**src/rtl/regfile_wb_arbiter.sv**
```systemverilog
// -----------------------------------------------------------------------------
// regfile_wb_arbiter
//
// Shares the register file's single write port between the in-order pipeline
// writeback stage (WB) and one multi-cycle unit (MC). WB has priority; MC
// results wait in a small FIFO and drain on cycles where WB does not need the
// port. If the queue sits undrained for MAX_WAIT cycles, a one-cycle pipeline
// stall (STARVE) is forced so the queue head is written.
//
// Ports
//   CLK            clock, all state updates on posedge
//   rst            synchronous reset, active-high
//   wb_valid/wb_rd/wb_data     WB stage register write request
//   mc_valid/mc_rd/mc_data     MC result offer, transferred on valid && ready
//   mc_ready       queue can accept (from registered occupancy only)
//   pipe_stall     registered; pipeline must hold its WB instruction
//   rf_write_en/rf_rd_sel/rf_write_data   register file write port (comb.)
//   q_count        registered number of queued MC results
// -----------------------------------------------------------------------------
module regfile_wb_arbiter #(
    parameter int WORD_SIZE  = 32,
    parameter int ADDR_LEN   = 5,
    parameter int FIFO_DEPTH = 2,
    parameter int MAX_WAIT   = 4
) (
    input  logic                                CLK,
    input  logic                                rst,
    input  logic                                wb_valid,
    input  logic [ADDR_LEN-1:0]                 wb_rd,
    input  logic [WORD_SIZE-1:0]                wb_data,
    input  logic                                mc_valid,
    output logic                                mc_ready,
    input  logic [ADDR_LEN-1:0]                 mc_rd,
    input  logic [WORD_SIZE-1:0]                mc_data,
    output logic                                pipe_stall,
    output logic                                rf_write_en,
    output logic [ADDR_LEN-1:0]                 rf_rd_sel,
    output logic [WORD_SIZE-1:0]                rf_write_data,
    output logic [$clog2(FIFO_DEPTH+1)-1:0]     q_count
);

    localparam int CNT_W  = $clog2(FIFO_DEPTH + 1);
    localparam int PTR_W  = (FIFO_DEPTH > 1) ? $clog2(FIFO_DEPTH) : 1;
    localparam int WAIT_W = $clog2(MAX_WAIT + 1);

    localparam logic [CNT_W-1:0]  CNT_FULL = CNT_W'(FIFO_DEPTH);
    localparam logic [CNT_W-1:0]  CNT_ONE  = CNT_W'(1);
    localparam logic [PTR_W-1:0]  PTR_LAST = PTR_W'(FIFO_DEPTH - 1);
    localparam logic [PTR_W-1:0]  PTR_ONE  = PTR_W'(1);
    localparam logic [WAIT_W-1:0] WAIT_MAX = WAIT_W'(MAX_WAIT);
    localparam logic [WAIT_W-1:0] WAIT_ONE = WAIT_W'(1);

    typedef enum logic [0:0] {
        ST_NORMAL = 1'b0,
        ST_STARVE = 1'b1
    } state_t;

    // Circular pointer advance; depth need not be a power of two.
    function automatic logic [PTR_W-1:0] ptr_inc(input logic [PTR_W-1:0] p);
        logic [PTR_W-1:0] n;
        if (p == PTR_LAST) begin
            n = {PTR_W{1'b0}};
        end else begin
            n = p + PTR_ONE;
        end
        return n;
    endfunction

    state_t                r_state;
    logic                  r_stall;
    logic [WAIT_W-1:0]     r_wait;
    logic [CNT_W-1:0]      r_count;
    logic [PTR_W-1:0]      r_head;
    logic [PTR_W-1:0]      r_tail;
    logic [ADDR_LEN-1:0]   r_q_rd   [FIFO_DEPTH];
    logic [WORD_SIZE-1:0]  r_q_data [FIFO_DEPTH];

    logic                  w_have;
    logic                  w_ready;
    logic                  w_push;
    logic                  w_wb_live;
    logic                  w_sel_wb;
    logic                  w_pop;
    logic [WAIT_W-1:0]     w_wait_next;
    logic                  w_go_starve;

    assign w_have    = (r_count != {CNT_W{1'b0}});
    assign w_ready   = (r_count < CNT_FULL);
    // Accepted results for x0 are acknowledged but never stored.
    assign w_push    = mc_valid && w_ready && (mc_rd != {ADDR_LEN{1'b0}});
    assign w_wb_live = wb_valid && !r_stall && (wb_rd != {ADDR_LEN{1'b0}});

    assign mc_ready   = w_ready;
    assign pipe_stall = r_stall;
    assign q_count    = r_count;

    // Port ownership: WB first in NORMAL, queue head otherwise or when starving.
    always_comb begin
        w_sel_wb = 1'b0;
        w_pop    = 1'b0;
        case (r_state)
            ST_NORMAL: begin
                if (w_wb_live) begin
                    w_sel_wb = 1'b1;
                end else if (w_have) begin
                    w_pop = 1'b1;
                end else begin
                    w_pop = 1'b0;
                end
            end
            ST_STARVE: begin
                if (w_have) begin
                    w_pop = 1'b1;
                end else begin
                    w_pop = 1'b0;
                end
            end
            default: begin
                w_sel_wb = 1'b0;
                w_pop    = 1'b0;
            end
        endcase
    end

    // Write port mux; idle port drives zeros, and reset suppresses any write.
    always_comb begin
        rf_write_en   = 1'b0;
        rf_rd_sel     = {ADDR_LEN{1'b0}};
        rf_write_data = {WORD_SIZE{1'b0}};
        if (rst) begin
            rf_write_en = 1'b0;
        end else if (w_sel_wb) begin
            rf_write_en   = 1'b1;
            rf_rd_sel     = wb_rd;
            rf_write_data = wb_data;
        end else if (w_pop) begin
            rf_write_en   = 1'b1;
            rf_rd_sel     = r_q_rd[r_head];
            rf_write_data = r_q_data[r_head];
        end else begin
            rf_write_en = 1'b0;
        end
    end

    // Starvation counter: counts NORMAL cycles where a non-empty queue is not popped.
    always_comb begin
        w_wait_next = {WAIT_W{1'b0}};
        if (r_state != ST_NORMAL) begin
            w_wait_next = {WAIT_W{1'b0}};
        end else if (!w_have || w_pop) begin
            w_wait_next = {WAIT_W{1'b0}};
        end else if (r_wait < WAIT_MAX) begin
            w_wait_next = r_wait + WAIT_ONE;
        end else begin
            w_wait_next = r_wait;
        end
    end

    // Reaching the limit this cycle makes the very next cycle a stall cycle.
    assign w_go_starve = (r_state == ST_NORMAL) && (w_wait_next == WAIT_MAX);

    // Arbitration FSM with registered stall output.
    always_ff @(posedge CLK) begin
        if (rst) begin
            r_state <= ST_NORMAL;
            r_stall <= 1'b0;
            r_wait  <= {WAIT_W{1'b0}};
        end else begin
            case (r_state)
                ST_NORMAL: begin
                    r_wait <= w_wait_next;
                    if (w_go_starve) begin
                        r_state <= ST_STARVE;
                        r_stall <= 1'b1;
                    end else begin
                        r_state <= ST_NORMAL;
                        r_stall <= 1'b0;
                    end
                end
                ST_STARVE: begin
                    r_state <= ST_NORMAL;
                    r_stall <= 1'b0;
                    r_wait  <= {WAIT_W{1'b0}};
                end
                default: begin
                    r_state <= ST_NORMAL;
                    r_stall <= 1'b0;
                    r_wait  <= {WAIT_W{1'b0}};
                end
            endcase
        end
    end

    // Queue pointers and occupancy; push and pop together leave the count alone.
    always_ff @(posedge CLK) begin
        if (rst) begin
            r_head  <= {PTR_W{1'b0}};
            r_tail  <= {PTR_W{1'b0}};
            r_count <= {CNT_W{1'b0}};
        end else begin
            if (w_push) begin
                r_tail <= ptr_inc(r_tail);
            end
            if (w_pop) begin
                r_head <= ptr_inc(r_head);
            end
            case ({w_push, w_pop})
                2'b10:   r_count <= r_count + CNT_ONE;
                2'b01:   r_count <= r_count - CNT_ONE;
                default: r_count <= r_count;
            endcase
        end
    end

    // Queue storage; contents are don't-care while the slot is not occupied.
    always_ff @(posedge CLK) begin
        if (w_push && !rst) begin
            r_q_rd[r_tail]   <= mc_rd;
            r_q_data[r_tail] <= mc_data;
        end
    end

endmodule
```
**config.mk**
```make
export PLATFORM = sky130hd
export DESIGN_NAME = regfile_wb_arbiter
export DESIGN_NICKNAME = d
export VERILOG_FILES = /design/src/rtl/regfile_wb_arbiter.sv
export SDC_FILE = /design/constraint.sdc
export NUM_CORES = 1
export LEC_CHECK = 0
export CAP_MARGIN = 20
export CORE_AREA = 2 2 114 116
export DETAILED_ROUTE_END_ITERATION = 7
export DIE_AREA = 0 0 116 118
export MAX_ROUTING_LAYER = met4
export SYNTH_ARGS = -nofsm -noshare
export SYNTH_HDL_FRONTEND = slang
export SYNTH_SLANG_ARGS = --single-unit
export TNS_END_PERCENT = 10
```
**constraint.sdc**
```tcl
create_clock -name CLK -period 9.4 [get_ports CLK]
set_clock_uncertainty 0.05 [all_clocks]
set_input_delay 1.88 -clock CLK [delete_from_list [all_inputs] [get_ports CLK]]
set_output_delay 1.88 -clock CLK [all_outputs]
set_load 0.01 [all_outputs]
```
==> Flow_metrics.wiki <==
{| class="wikitable"
! Metric !! Value
|-
| Primary flip-flop cell chosen by synthesis mapping || sky130_fd_sc_hd__edfxtp_1
|-
| Register bit count reported by yosys || 83
|-
| Max H-tree Level || 3
|-
| Last weighted congestion value of the routability-driven placer || 0.707
|-
| Number of nets in the final layout || 481
|-
| Worst supply voltage drop on vdd || 103 µV
|-
| Setup repair after global routing missed its margin || no
|-
| Sum of buffers and inverters on the critical path || 3
|-
| Netlist area before placement || 0.00369 mm²
|-
| Cell family with most CP delay || buffers and inverters
|-
| Static leakage || 0.00177 µW
|-
| Area of the die || 0.0137 mm²
|-
| Via count of the first global-routing pass || 2703
|-
| Count of final setup violators || 0
|-
| Syn. warnings || 0
|-
| Post-synth EDFFs || 74
|-
| Count of input and output buffers || 119
|-
| Number of top-level pins || 120
|-
| Number of diodes || 0
|-
| Final worst slack || 3.02 ns
|-
| Synth Instances || 287
|-
| Die height || 118 µm
|-
| Crit Path Class || primary input to output port
|-
| Global Route Usage Sum || 0.134
|-
| Layout cells sized above 1 || 0.155
|-
| 1st-iter DRT viols || 79
|-
| Clk Tree Root Cell || sky130_fd_sc_hd__clkbuf_16
|-
| Postcts setup bufs || 0
|-
| WP data arrival || 4.45 ns
|-
| Syn nets || 367
|-
| Final Instance Count excl. Fillers || 578
|-
| Core area || 0.0124 mm²
|-
| Result of the run || completed
|-
| Maximum buffer depth of the clock tree || 2
|-
| First-pass GRT wire length || 13600 µm
|-
| Portion of total power attributed to combinational logic || 0.262
|-
| Final-layout fill cell count || 1198
|-
| CP startpoint kind || primary input
|-
| Fraction of registers with async set or reset after synthesis || 0
|-
| Post-Route Setup TNS || 0 ns
|-
| Clock power share || 0.304
|-
| Number of violations of the max-capacitance limit || 0
|-
| Total placed cells including tap cells || 562
|-
| Total CTS buffers || 9
|-
| Post-detailed-route count of antenna-violating nets || 0
|-
| Worst slew margin relative to its limit || 0.316
|-
| Period utilization || 0.679
|-
| Initial cell density of the core || 0.297
|-
| Post-route DRC || 0
|-
| Final period demand of the worst path || 6.38 ns
|-
| Number of cells upsized or downsized after cts || 0
|-
| Stage delay of the slowest cell on the critical path || 0.56 ns
|-
| Count of cell types in the netlist || 31
|-
| Post-detailed-route wirelength per cell || 15.4 µm
|-
| Pre-CTS setup slack || 2.99 ns
|-
| Hold WC Path Type || register to register
|-
| Largest net degree at the start of global routing || 49
|-
| Synth Area per Inst || 12.9 µm²
|-
| CTS sink cnt || 83
|-
| Count of pins over their slew limit || 0
|-
| Worst hold margin || 0.458 ns
|-
| Net Switching || 304 µW
|-
| Fin util || 0.429
|-
| Critical-path cell list || clkdlybuf4s50_1, nor3_1, a21o_1, buf_4, nand3_1, a21oi_1, clkdlybuf4s50_1
|-
| Row count || 41
|-
| Maximum net fanout on the critical path || 31
|-
| Maximum achievable frequency || 157 MHz
|-
| Drt via density || 4.52
|-
| Hold-fix buffers at CTS || 0
|-
| Pre-Repair DR Iteration Count || 4
|-
| TritonCTS clock tree || yes
|-
| Transition time at the pin with the least slew margin || 1.02 ns
|-
| HPWL after DPL || 5820 µm
|-
| Master of the slowest instance on the critical path || sky130_fd_sc_hd__clkdlybuf4s50_1
|-
| Final Hold Fails || 0
|-
| Total congestion overflow || 0
|-
| Die Wd || 116 µm
|-
| Power density relative to cell area || 207 mW/mm²
|-
| Kind of end point of the critical path || output port
|-
| Clock latency reported for the late side of the worst-skew pair || 0.33 ns
|-
| Sequential fraction of design power || 0.434
|-
| Switching portion of total power || 0.276
|-
| Clock-pin slew reported for the worst setup and hold paths after clock tree synthesis || 0.06 ns
|-
| Required time at the worst-slack endpoint || 7.47 ns
|-
| Post-synthesis sequential area ratio || 0.651
|-
| Internal power || 799 µW
|-
| Overall routed net length || 8890 µm
|-
| Critical Path Most Common Cell || sky130_fd_sc_hd__clkdlybuf4s50_1
|-
| Number of antenna violations at the first check in global routing || 0
|-
| Area growth from synthesis to layout || 44.2%
|-
| Routed via count || 2612
|}
-- placed cells by master (no fill, tap or decap) --
| cell | count |
|---|---|
| sky130_fd_sc_hd__clkdlybuf4s50_1 | 118 |
| sky130_fd_sc_hd__edfxtp_1 | 74 |
| sky130_fd_sc_hd__a21oi_1 | 39 |
| sky130_fd_sc_hd__nand2_1 | 36 |
| sky130_fd_sc_hd__mux2_2 | 35 |
| sky130_fd_sc_hd__nand3_1 | 35 |
| sky130_fd_sc_hd__clkbuf_16 | 10 |
| sky130_fd_sc_hd__nor2_1 | 8 |
| sky130_fd_sc_hd__dfxtp_1 | 8 |
| sky130_fd_sc_hd__buf_4 | 4 |
| sky130_fd_sc_hd__mux2i_1 | 3 |
| sky130_fd_sc_hd__xor2_1 | 3 |
| sky130_fd_sc_hd__o21ai_0 | 3 |
| sky130_fd_sc_hd__inv_1 | 2 |
| sky130_fd_sc_hd__nand2b_1 | 2 |
| sky130_fd_sc_hd__o32ai_1 | 2 |
| sky130_fd_sc_hd__nor3_2 | 2 |
| sky130_fd_sc_hd__or3_1 | 2 |
| sky130_fd_sc_hd__ha_1 | 2 |
| sky130_fd_sc_hd__clkbuf_1 | 2 |
| sky130_fd_sc_hd__nor3_1 | 1 |
| sky130_fd_sc_hd__nand2b_4 | 1 |
| sky130_fd_sc_hd__a21oi_4 | 1 |
| sky130_fd_sc_hd__a21o_1 | 1 |
| sky130_fd_sc_hd__or2_2 | 1 |
| sky130_fd_sc_hd__or4_1 | 1 |
| sky130_fd_sc_hd__o211ai_2 | 1 |
| sky130_fd_sc_hd__nor3b_2 | 1 |
| sky130_fd_sc_hd__or4_4 | 1 |
| sky130_fd_sc_hd__xnor2_1 | 1 |
| sky130_fd_sc_hd__dfxtp_2 | 1 |
| sky130_fd_sc_hd__clkinv_2 | 1 |
| sky130_fd_sc_hd__clkinv_4 | 1 |
| sky130_fd_sc_hd__inv_4 | 1 |
| sky130_fd_sc_hd__clkbuf_8 | 1 |
| sky130_fd_sc_hd__buf_2 | 1 |
-- path summary, 6_finish.rpt --
check                            to  cells after the start  startpoint  slack (ns)
setup / recovery  rf_write_data[18]                      7    wb_rd[1]        3.02
hold / removal             register                      2      r_head        0.46
setup reg to reg         q_count[1]                      6  q_count[0]        7.13
hold reg to reg            register                      2      r_head        0.46
-- area by class of cell --
class                   instances  area [µm²]  area share
repair buffers                123        1220       0.228
flip-flops and latches         83        2400       0.451
well taps                     172         215      0.0404
multi-input cells             182        1190       0.224
clock buffers                  13         272      0.0510
clock inverters                 3        20.0     0.00376
inverters                       2        7.51     0.00141
-- registers in the layout (all words and copies together) (netlist names), named ones only --
signal,cells
r_wait,3
pipe_stall,1
r_head,1
r_tail,1
r_q_data,64
r_q_rd,10
q_count,2
-- synth_stat cells, types with 2 or more instances --
cell                       count  area [µm²]
sky130_fd_sc_hd__nand2_1      36         135
sky130_fd_sc_hd__xor2_1        3        26.3
sky130_fd_sc_hd__edfxtp_1     74        2220
sky130_fd_sc_hd__nor3_1        2        10.0
sky130_fd_sc_hd__mux2i_1       3        30.0
sky130_fd_sc_hd__mux2_2       35         394
sky130_fd_sc_hd__nand2b_1      2        12.5
sky130_fd_sc_hd__nor2_1        8        30.0
sky130_fd_sc_hd__o32ai_1       2        17.5
sky130_fd_sc_hd__nand3_1      35         175
sky130_fd_sc_hd__ha_1          2        25.0
sky130_fd_sc_hd__or3_1         2        12.5
sky130_fd_sc_hd__buf_1         3        11.3
sky130_fd_sc_hd__inv_1         2        7.51
sky130_fd_sc_hd__buf_6         3        33.8
sky130_fd_sc_hd__o21ai_0       3        15.0
sky130_fd_sc_hd__buf_2         7        35.0
sky130_fd_sc_hd__clkbuf_1      6        22.5
sky130_fd_sc_hd__dfxtp_1       9         180
sky130_fd_sc_hd__a21oi_1      39         195
-- power by group through the flow --
stage / Clock (µW) / Combinational (µW) / Sequential, µW
2_1_floorplan: 0 / 187 / 467
3_3_place_gp: 0 / 290 / 486
3_5_place_dp: 0 / 294 / 488
4_1_cts: 347 / 295 / 481
5_1_grt: 361 / 315 / 485
6_report: 336 / 289 / 479
-- kinds of logic (layout without fill, tap and decap cells) --
kind of cell,Yosys count,count (layout),share of synthesized area
simple gates,91,91,0.117
flops,83,83,0.651
compound gates,47,47,0.0695
mux,38,38,0.115
buf+inv,22,141,0.0319
xor+xnor,4,4,0.00949
fa+ha+maj,2,2,0.00678
-- routing by layer --
metal / global-route usage / vias up / routed length, µm
met5: - / - / 0
li1: - / 1290 / -
met4: 0.0379 / 0 / 103
met1: 0.156 / 1235 / 3820
met3: 0.0330 / 9 / 452
met2: 0.229 / 78 / 4520
-- worst min-delay path, cell delays in order, from the launching register on --
cell and delay (ns):
sky130_fd_sc_hd__dfxtp_1 0.30, sky130_fd_sc_hd__o21ai_0 0.09, sky130_fd_sc_hd__a21oi_1 0.07
-- per-stage QoR --
step                      power, µW  instance area [µm²]
after global routing           1160                 5320
after detailed placement        782                 5030
after global placement          776                 5030
after CTS                      1120                 5320
after floorplan                 654                 3690
final                          1100                 5320
Note: power is estimated with default switching activity, not from simulation.
